==> config.mk <==
export PLATFORM = sky130hd
export DESIGN_NAME = pool2_tx
export DESIGN_NICKNAME = d
export VERILOG_FILES = /design/src/rtl/pool2_tx.sv
export SDC_FILE = /design/constraint.sdc
export NUM_CORES = 1
export LEC_CHECK = 0
export ABC_AREA = 1
export CORE_ASPECT_RATIO = 0.6
export CORE_UTILIZATION = 57
export DETAILED_ROUTE_END_ITERATION = 10
export GPL_TIMING_DRIVEN = 0
export PLACE_DENSITY = 0.75
export SLEW_MARGIN = 30
export SYNTH_ARGS = -nofsm -noshare
export SYNTH_HDL_FRONTEND = slang
export SYNTH_SLANG_ARGS = --single-unit
==> constraint.sdc <==
create_clock -name POOL2_Clock -period 3.9 [get_ports POOL2_Clock]
set_input_delay 0.975 -clock POOL2_Clock [delete_from_list [all_inputs] [get_ports POOL2_Clock]]
set_output_delay 0.975 -clock POOL2_Clock [all_outputs]
set_load 0.03 [all_outputs]
==> src/rtl/pool2_tx.sv <==
// 2x2 max-pool stage between conv2 and FC: streams a raster feature map in,
// emits the pooled map in raster order through a one-deep output register.
module pool2_tx #(
  parameter int DATAWIDTH_BUS = 8,
  parameter int IMG_W         = 8,
  parameter int IMG_H         = 8
) (
  input  logic                     POOL2_Clock,
  input  logic                     POOL2_Reset,
  input  logic                     POOL2_Start,
  input  logic                     POOL2_InValid,
  input  logic [DATAWIDTH_BUS-1:0] POOL2_InBUS,
  output logic                     POOL2_InReady,
  output logic [DATAWIDTH_BUS-1:0] POOL2_OutBUS,
  output logic                     POOL2_OutValid,
  input  logic                     POOL2_OutReady,
  output logic                     POOL2_Busy,
  output logic                     POOL2_Done,
  output logic [1:0]               dbg_state_o
);

  // Handshake: a beat moves on a bus in any cycle where its valid and ready
  // are both high at the rising edge; valid never waits on ready, and an
  // offered output holds its data until taken.

  localparam int CW  = $clog2(IMG_W);
  localparam int RW  = $clog2(IMG_H);
  localparam int LBN = IMG_W / 2;
  localparam int LBW = (LBN > 1) ? $clog2(LBN) : 1;

  typedef enum logic [1:0] {
    S_IDLE  = 2'd0,
    S_RUN   = 2'd1,
    S_DRAIN = 2'd2,
    S_DONE  = 2'd3
  } state_t;

  state_t                   state_q, state_d;
  logic [CW-1:0]            col_q, col_d;
  logic [RW-1:0]            row_q, row_d;
  logic [DATAWIDTH_BUS-1:0] pair_q;
  logic [DATAWIDTH_BUS-1:0] lb_q [LBN];
  logic [DATAWIDTH_BUS-1:0] out_bus_q, out_bus_d;
  logic                     out_valid_q, out_valid_d;
  logic                     busy_q, done_q;

  logic                     in_ready;
  logic                     in_fire;
  logic                     out_fire;
  logic                     col_last;
  logic                     row_last;
  logic                     load;
  logic [LBW-1:0]           lb_idx;
  logic [DATAWIDTH_BUS-1:0] pair_max;
  logic [DATAWIDTH_BUS-1:0] lb_rd;
  logic [DATAWIDTH_BUS-1:0] win_max;

  // Input stalls whenever the output register is full and not draining.
  assign in_ready = (state_q == S_RUN) && (!out_valid_q || POOL2_OutReady);
  assign in_fire  = POOL2_InValid && in_ready;
  assign out_fire = out_valid_q && POOL2_OutReady;
  assign col_last = (col_q == CW'(IMG_W - 1));
  assign row_last = (row_q == RW'(IMG_H - 1));
  assign lb_idx   = LBW'(col_q >> 1);
  assign lb_rd    = lb_q[lb_idx];
  assign pair_max = (POOL2_InBUS > pair_q) ? POOL2_InBUS : pair_q;
  assign win_max  = (lb_rd > pair_max) ? lb_rd : pair_max;
  assign load     = in_fire && col_q[0] && row_q[0];

  always_comb begin
    state_d     = state_q;
    col_d       = col_q;
    row_d       = row_q;
    out_valid_d = out_valid_q;
    out_bus_d   = out_bus_q;

    case (state_q)
      S_IDLE:  if (POOL2_Start) state_d = S_RUN;
      S_RUN:   if (in_fire && col_last && row_last) state_d = S_DRAIN;
      S_DRAIN: if (!out_valid_q || out_fire) state_d = S_DONE;
      S_DONE:  state_d = S_IDLE;
      default: state_d = S_IDLE;
    endcase

    if (in_fire) begin
      if (col_last) begin
        col_d = '0;
        row_d = row_last ? '0 : row_q + 1'b1;
      end else begin
        col_d = col_q + 1'b1;
      end
    end

    // A new result may land in the same cycle the previous one is taken.
    if (load) begin
      out_valid_d = 1'b1;
      out_bus_d   = win_max;
    end else if (out_fire) begin
      out_valid_d = 1'b0;
    end
  end

  always_ff @(posedge POOL2_Clock) begin
    if (POOL2_Reset) begin
      state_q     <= S_IDLE;
      col_q       <= '0;
      row_q       <= '0;
      out_valid_q <= 1'b0;
      out_bus_q   <= '0;
      busy_q      <= 1'b0;
      done_q      <= 1'b0;
    end else begin
      state_q     <= state_d;
      col_q       <= col_d;
      row_q       <= row_d;
      out_valid_q <= out_valid_d;
      out_bus_q   <= out_bus_d;
      busy_q      <= (state_d == S_RUN) || (state_d == S_DRAIN);
      done_q      <= (state_d == S_DONE);
    end
  end

  // Pair and line-buffer storage is always rewritten before it is read in a frame.
  always_ff @(posedge POOL2_Clock) begin
    if (in_fire && !col_q[0]) pair_q <= POOL2_InBUS;
    if (in_fire && col_q[0] && !row_q[0]) lb_q[lb_idx] <= pair_max;
  end

  assign POOL2_InReady  = in_ready;
  assign POOL2_OutBUS   = out_bus_q;
  assign POOL2_OutValid = out_valid_q;
  assign POOL2_Busy     = busy_q;
  assign POOL2_Done     = done_q;
  assign dbg_state_o    = state_q;

endmodule

==> out/summary.txt <==
Startpoint Class = primary input
Syn Std Cell Area = 2987 sq um
dpl hpwl = 4554 um
relative slew slack = 44.94%
first-pass GRT wire length = 10210 um
total track usage = 25.45%
final core utilization = 74.39%
Tightest Pin Transition = 0.8228 ns
grt total ovfl = 0
peak supply drop = 0.3119 mV
Critical Path Sink Type = register
compound-cell area share of the yosys netlist = 11.44%
Tmin final = 3.705 ns
via count = 2291
Final Wtd Congestion = 0.7586
total wire length = 6405 um
Period Utilization, post-route = 94.99%
Die Wd = 95.45 um
floorplan core area = 4802 sq um
Max-Cap Viols = 0
antenna fix cells = 0
clk slew on worst S/H paths = 0.07 ns
placed cell areas = 3336 sq um
Initial Utilization = 62.19%
row count = 19
FF-to-FF setup slack = 0.92 ns
worst hold path class = register to register
Placement Setup Slack = -0.5269 ns
fin cells = 427
warning count from the yosys run = 0
Die Area = 5543 sq um
critical path's slowest cell = clkdlybuf4s50_1
Worst path most repeated cell = nand2_1
Synth Area in Adders = 8.798%
largest net degree at the start of global routing = 12
Root Driver = clkbuf_8
initial antenna violation count = 0
Num CTS Buffers = 9
post-synthesis xor/xnor area fraction = 0%
Hold Violations, Final = 0
Clock Skew = 0.009777 ns
power density cells = 403.6 nW/um^2
Layout area overhead = 19.61%
Mean Syn Cell Area = 9.362 sq um
initial detailed-routing violation count = 142
final setup vio count = 0
synthesis-stage register bit count = 61
critical path's largest stage delay = 0.45 ns
CTS tree = done
vias in the first global route = 2231
mux contribution to synthesized area = 0%
placed cells = 407
Final WS setup = 0.1954 ns
area leader, netlist = edfxtp_1
status = finished, final reports clean
design area = 3572 sq um
post-route ant nets = 0
post-DR vias/cell = 5.365
Avg WL per Cell = 15.00 um
die height = 58.07 um
drt first pass iters = 4
CP max FO = 6
leakage = 1.566 nW
Yosys cell types = 25
IO Pins = 27
Max Freq = 0.2699 GHz
Power, Total = 1.442 mW
hold buffers post-CTS = 0
Yosys top cell area share = 40.22%
clock tree buffer depth = 2
post-synthesis sequential area ratio = 54.29%
Worst-Skew Late Latency = 0.34 ns
Port Buffers = 25
Max H-tree Level = 3
Max Slew Vio Count = 0
critical path required time = 4.14 ns
share of layout cells above drive strength 1 = 12.09%
TritonCTS Sinks = 61
Final #Nets = 393
Setup TNS Final = 0 ns
crit path kind = primary input to register
syn_nets = 353
arrival time at the worst endpoint = 3.94 ns
Syn Inst Count = 319
largest cells by area after synthesis = edfxtp_1 40%, dfxtp_1 14%, ha_1 8.8%, inv_1 6.5%, nand2_1 6.0%
Synth Area in Simple Gates = 17.60%
final hold slack = 0.5032 ns
crit-path cells = clkdlybuf4s50_1 > ha_1 > nand2_1 > nor2_2 > nand4_1 > buf_4 > nand3_1 > nand2_1 > ha_1 > nand2_1 > nor2_1 > nand4_1 > buf_4 > nand3_1 > nand2_1 > inv_1 > a21oi_2
Post-route DRC = 0
largest family of logic cells by synthesized area = simple AND/OR/NAND/NOR gates
area by class of cell:
cell class,instances,area [sq um]
fillers,364,1230
clock inverters,3,20.02
multi-input cells,198,1167
plain buffers,5,28.78
repair buffers,29,280.3
well taps,63,78.83
flip-flops and latches,61,1622
inverters,55,206.4
clock buffers,13,168.9
cell usage after synthesis:
| cell type | instances |
|---|---|
| inv_1 | 52 |
| nand2_1 | 48 |
| edfxtp_1 | 40 |
| nor2_1 | 34 |
| nand3_1 | 25 |
| dfxtp_1 | 21 |
| ha_1 | 21 |
| o21ai_0 | 21 |
| a21oi_1 | 9 |
| a21oi_2 | 8 |
| o21ai_1 | 8 |
| o22ai_1 | 7 |
| nor3_1 | 6 |
| a21o_1 | 3 |
| buf_2 | 2 |
| clkbuf_1 | 2 |
| inv_2 | 2 |
| nand4_1 | 2 |
| nor3_4 | 2 |
| a211oi_1 | 1 |
| and2_1 | 1 |
| buf_6 | 1 |
| clkinv_1 | 1 |
| nand2_4 | 1 |
| o31ai_1 | 1 |
sequential cells by signal, summed over array words and instances, names as in the netlist, named ones only:
name and count:
pair_q 8, POOL2_OutValid 1, lb_q 32, col_q 3, POOL2_OutBUS 8, dbg_state_o 2
POOL2_Busy 1, POOL2_Done 1, row_q 3
per-layer routing:
metal	routed length [um]	global-route usage [%]	vias up
met1	3086	34.31	1065
met4	84	7.249	0
met5	0	0	-
met3	404	8.661	11
li1	-	-	1152
met2	2830	39.49	63
report_power, final:
group          switching (mW)  internal [mW]
clock network           0.246          0.282
logic                   0.130         0.0706
registers             0.00844          0.705
total                   0.385           1.06
worst max-delay path: cells and delay by family:
kind / cells / cell delay (ns)
AND/OR/NAND/NOR: 10 / 1.29
buffers and inverters: 4 / 0.99
adder cells (fa/ha/maj): 2 / 0.64
AO/OA/AOI/OAI: 1 / 0.05
kinds of logic after synthesis:
family          after synthesis
simple gates                119
flops                        61
buf+inv                      60
compound gates               58
fa+ha+maj                    21
timing repair:
item | in CTS | in global routing
gates resized for setup | 2 | 4
pin swaps | 1 | 2
setup buffers | 2 | 2
setup endpoints to repair | 8 | 8
placed cells by master (no fill, tap or decap), types with 3 or more instances in the layout:
| cell | Yosys | layout |
|---|---|---|
| o21ai_1 | 8 | 8 |
| a21oi_1 | 9 | 9 |
| a21o_1 | 3 | 3 |
| nand2_2 | 0 | 3 |
| nor2_1 | 34 | 33 |
| clkbuf_8 | 0 | 12 |
| o22ai_1 | 7 | 7 |
| nor3_2 | 0 | 4 |
| edfxtp_1 | 40 | 40 |
| a21oi_2 | 8 | 8 |
| clkbuf_1 | 2 | 3 |
| o21ai_0 | 21 | 21 |
| ha_1 | 21 | 21 |
| nand2_1 | 48 | 44 |
| inv_1 | 52 | 52 |
| clkdlybuf4s50_1 | 0 | 25 |
| dfxtp_1 | 21 | 21 |
| buf_4 | 0 | 4 |
| nand3_1 | 25 | 25 |
path summary, 6_finish.rpt:
kind / startpoint / depth (start not counted) / endpoint
worst max-delay path: POOL2_InBUS[7] / 17 / POOL2_OutBUS[4]
worst min-delay path: row_q[1] / 2 / row_q[1]
worst max register to register: pair_q[7] / 17 / POOL2_OutBUS[4]
worst min register to register: row_q[1] / 2 / row_q[1]
No activity file was read; power rests on OpenSTA's default activity.
